[src/rtl/dmem_arbiter.sv]
// Round-robin arbiter for sharing the single-port data memory between the LSU (m0) and the debug/DMA loader (m1).
// The memory access happens in the cycle after the request is sampled; read data returns one cycle after gnt. Requesters hold req until they see gnt.
module dmem_arbiter #(
   parameter int ADDR_W = 10,
   parameter int DATA_W = 32
) (
   input  logic              clk,
   input  logic              rst_n,
   input  logic              m0_req,
   input  logic              m0_we,
   input  logic [ADDR_W-1:0] m0_addr,
   input  logic [DATA_W-1:0] m0_wdata,
   output logic              m0_gnt,
   output logic              m0_rvalid,
   output logic [DATA_W-1:0] m0_rdata,
   input  logic              m1_req,
   input  logic              m1_we,
   input  logic [ADDR_W-1:0] m1_addr,
   input  logic [DATA_W-1:0] m1_wdata,
   output logic              m1_gnt,
   output logic              m1_rvalid,
   output logic [DATA_W-1:0] m1_rdata,
   output logic              mem_rw,
   output logic [31:0]       mem_addr,
   output logic [DATA_W-1:0] mem_wdata,
   input  logic [DATA_W-1:0] mem_rdata
);

   typedef enum logic {IDLE, ACCESS} state_t;

   state_t              state_q, state_d;
   logic                owner_q, owner_d;
   logic                rr_last_q, rr_last_d;
   logic                cmd_we_q, cmd_we_d;
   logic [ADDR_W-1:0]   cmd_addr_q, cmd_addr_d;
   logic [DATA_W-1:0]   cmd_wdata_q, cmd_wdata_d;
   logic                rvalid0_q, rvalid1_q;
   logic [DATA_W-1:0]   rdata0_q, rdata1_q;
   logic                access;
   logic                elig0, elig1;
   logic                win_id;

   assign access = (state_q == ACCESS);
   assign m0_gnt = access && !owner_q;
   assign m1_gnt = access && owner_q;

   // A requester being granted this cycle is still showing the req we are consuming.
   assign elig0  = m0_req && !m0_gnt;
   assign elig1  = m1_req && !m1_gnt;
   assign win_id = (elig0 && elig1) ? ~rr_last_q : elig1;

   always_comb begin
      state_d     = IDLE;
      owner_d     = owner_q;
      rr_last_d   = rr_last_q;
      cmd_we_d    = cmd_we_q;
      cmd_addr_d  = cmd_addr_q;
      cmd_wdata_d = cmd_wdata_q;
      if (elig0 || elig1) begin
         state_d     = ACCESS;
         owner_d     = win_id;
         rr_last_d   = win_id;
         cmd_we_d    = win_id ? m1_we    : m0_we;
         cmd_addr_d  = win_id ? m1_addr  : m0_addr;
         cmd_wdata_d = win_id ? m1_wdata : m0_wdata;
      end
   end

   always_ff @(posedge clk or negedge rst_n) begin
      if (!rst_n) begin
         state_q     <= IDLE;
         owner_q     <= 1'b0;
         rr_last_q   <= 1'b1;
         cmd_we_q    <= 1'b0;
         cmd_addr_q  <= '0;
         cmd_wdata_q <= '0;
         rvalid0_q   <= 1'b0;
         rvalid1_q   <= 1'b0;
         rdata0_q    <= '0;
         rdata1_q    <= '0;
      end else begin
         state_q     <= state_d;
         owner_q     <= owner_d;
         rr_last_q   <= rr_last_d;
         cmd_we_q    <= cmd_we_d;
         cmd_addr_q  <= cmd_addr_d;
         cmd_wdata_q <= cmd_wdata_d;
         rvalid0_q   <= access && !owner_q && !cmd_we_q;
         rvalid1_q   <= access && owner_q && !cmd_we_q;
         if (access && !owner_q && !cmd_we_q) rdata0_q <= mem_rdata;
         if (access && owner_q && !cmd_we_q)  rdata1_q <= mem_rdata;
      end
   end

   // Memory-side outputs are gated by state so reset drops mem_rw without waiting for an edge.
   assign mem_rw    = access && cmd_we_q;
   assign mem_addr  = access ? {{(32-ADDR_W){1'b0}}, cmd_addr_q} : 32'd0;
   assign mem_wdata = access ? cmd_wdata_q : '0;

   assign m0_rvalid = rvalid0_q;
   assign m1_rvalid = rvalid1_q;
   assign m0_rdata  = rdata0_q;
   assign m1_rdata  = rdata1_q;

endmodule

[config.mk]
export PLATFORM = sky130hd
export DESIGN_NAME = dmem_arbiter
export DESIGN_NICKNAME = d
export VERILOG_FILES = /design/src/rtl/dmem_arbiter.sv
export SDC_FILE = /design/constraint.sdc
export NUM_CORES = 1
export LEC_CHECK = 0
export CAP_MARGIN = 20
export CELL_PAD_IN_SITES_DETAIL_PLACEMENT = 0
export CELL_PAD_IN_SITES_GLOBAL_PLACEMENT = 2
export CORE_UTILIZATION = 26
export DETAILED_ROUTE_END_ITERATION = 8
export PLACE_DENSITY = 0.83
export SYNTH_ARGS = -nofsm -noshare
export SYNTH_HDL_FRONTEND = slang
export SYNTH_SLANG_ARGS = --single-unit
[constraint.sdc]
create_clock -name clk -period 3.2 [get_ports clk]
set_input_delay 0.64 -clock clk [delete_from_list [all_inputs] [get_ports clk]]
set_output_delay 0.64 -clock clk [all_outputs]
set_load 0.1 [all_outputs]
==> flow_summary.yaml <==
timing:
  setup_viol: 0
  fin_crit_sh_pct: 80.1
  tightest_slew_ns: 0.912
  max_slew_margin_pct: 39.2
  fmax_mhz: 390
  final_max_slew_viol_count: 0
  fin_crit_ns: 2.56
  finalHoldViolCount: 0
  finClkSkew_ns: 0.0115
  rsz0062_at_grt: "false"
  tns_ns: 0
floorplanning:
  start_util_pct: 26.6
  coreArea_sq_um: 18700
  die_h_um: 140
  die_x_um: 140
  ioPinCount: 255
  die_area_sq_um: 19700
  std_cell_rows: 50
clock_tree:
  cts_resized: 0
  post_cts_buffers: 0
  cts_hold_repair.buffers: 0
  cts-root-buf: "clkbuf_16"
  cts-buffers-inserted: 9
  cts_tree: "built"
  h-tree-depth: 3
  clk_pin_slew_ns: 0.07
  clock_latency_ns: 0.35
  clock_path_buffers: 2
  cts.sinks: 112
cells_and_area:
  final_cell_mix: "clkdlybuf4s50_1, dfrtp_1, buf_4"
  area_delta_synth_final_pct: 60.7
  final.fill_count: 1735
  fin_nets: 717
  antenna_cells: 0
  final_common_cell: "clkdlybuf4s50_1"
  drive_gt1_share_pct: 34.7
critical_path:
  crit_arrival_ns: 1.92
  critPathMaxStageDelay_ns: 0.71
  crit_fanout: 32
  r2r_end: "cmd_wdata_q[13]$_DFFE_PN0P_"
  rrSetupSlack_ns: 1.02
  critPathBufInv: 2
  critPathRequiredTime_ns: 2.56
  crit_cells: 3
  cp-endpoint: "mem_wdata[6]"
  worst-r2r-cell-count: 3
  critPathLaunchType: "register"
  cp_slowest_cell: "dfrtp_1"
  reg2reg_from: "access$_DFF_PN0_"
  worstSetupEndpointType: "output port"
  crit_chain: "buf_4 -> and2_1 -> buf_12"
  cp_top_family: "flip-flops"
  critPathLaunch: "access$_DFF_PN0_"
  crit_type: "register to output port"
route:
  final_antenna_net_count: 0
  vias: 3833
  drt_iter0_drc: 113
  drcViolationCount: 0
  vias_per_cell: 4.60
  wl_um: 14000
  dr.pass1.iters: 4
  routedWlPerCell_um: 16.8
global_routing:
  grt_pass1_vias: 3978
  grt_overflow: 0
  grt_max_degree: 67
  antenna_found_initial: 0
  grt_pass1_wl_um: 21800
  grtUsageTotal_pct: 14.4
logic_synthesis:
  synth_seq_area_share_pct: 56.4
  syn-cell-area_sq_um: 4970
  syn_area_per_cell_sq_um: 13.2
  synth_cells: 376
  ys_ff_latch: 112
  synthDistinctLibCells: 25
  ys.warnings.count: 0
  synth_top_area_share_pct: 55.8
  yosysTopAreaCell: "dfrtp_1"
  synth.area.top_cells: "dfrtp_1, mux2_2, a221o_1"
placement:
  place.port_buffers: 232
  hpwl_um: 10100
  gp_congestion: 0.758
flow_run:
  max_cap_viol_count: 0
status:
  status: "finished clean"
hold_path:
  hp-class: "input port to asynchronous set/reset pin"
cell type report:
cell class / count / area (sq um) / area share (%)
multi-input cells: 229 / 1910 / 24.0
inverters: 5 / 18.8 / 0.235
flip-flops and latches: 112 / 2800 / 35.1
clock inverters: 6 / 51.3 / 0.642
well taps: 234 / 293 / 3.66
clock buffers: 10 / 229 / 2.86
repair buffers: 238 / 2680 / 33.6
logic make-up after synthesis:
group	share of synthesized area, %
AO/OA/AOI/OAI	9.68
buffers and inverters	7.17
flip-flops	56.4
multiplexers	14.7
other	0.0754
AND/OR/NAND/NOR	12.0
synth_stat cells:
| cell type | instances |
|---|---|
| dfrtp_1 | 111 |
| mux2_2 | 64 |
| and2_1 | 44 |
| and3_1 | 43 |
| a221o_1 | 40 |
| buf_4 | 26 |
| clkbuf_1 | 11 |
| buf_2 | 9 |
| buf_6 | 5 |
| inv_1 | 5 |
| a221o_2 | 3 |
| nand2b_1 | 2 |
| a21boi_2 | 1 |
| a31oi_1 | 1 |
| and3_2 | 1 |
| conb_1 | 1 |
| dfstp_2 | 1 |
| mux2i_1 | 1 |
| nand2_1 | 1 |
| nand3b_4 | 1 |
| nor2_1 | 1 |
| nor2_2 | 1 |
| o21ai_0 | 1 |
| o2bb2ai_2 | 1 |
| o311a_1 | 1 |
worst min-delay path by stage:
stage                                startpoint                           to  depth (start not counted)
CTS                                       rst_n      m0_rdata[1]$_DFFE_PN0P_                          1
finish                                    rst_n      m0_rdata[1]$_DFFE_PN0P_                          1
floorplan                                 rst_n             access$_DFF_PN0_                          0
detailed placement   cmd_wdata_q[4]$_DFFE_PN0P_   cmd_wdata_q[4]$_DFFE_PN0P_                          1
global route                              rst_n     m1_rdata[10]$_DFFE_PN0P_                          1
global placement    cmd_wdata_q[18]$_DFFE_PN0P_  cmd_wdata_q[18]$_DFFE_PN0P_                          1
flip-flops by register name, summed over array words and instances (netlist names):
name / count
cmd_wdata_q: 32
m0_rdata: 32
m1_rdata: 32
cmd_addr_q: 10
access: 1
cmd_we_q: 1
m0_rvalid: 1
m1_rvalid: 1
owner_q: 1
rr_last_q: 1
worst reg2reg max path: cells and delay by family, from the launching register on:
kind	cells	cell delay, ns
compound gates	2	1.16
flops	1	0.59
simple gates	1	0.36
metal layers:
layer  track usage (%)  share of wire [%]  vias up  wire [um]
li1                  -                  -     1757          -
met1              17.0                 40     1877       5550
met2              24.1                 49      186       6850
met3              4.89                9.4       13       1320
met4              5.55                1.9        0        265
met5                 0                  0        -          0
per-stage QoR:
stage	hold slack, ns	area [sq um]	utilization, %	cells	worst slack (ns)
floorplan	0.344	5050	-	397	1.08
global placement	0.488	7680	41.1	817	0.657
detailed placement	0.493	7680	41.1	817	0.576
CTS	0.330	7970	42.6	833	0.579
global route	0.364	7990	42.7	834	0.470
finish	0.311	7990	42.7	834	0.635
Power is left out: the tool's default activity adds up to more than one toggle a clock period on the data nets, which glitch-free logic cannot reach.
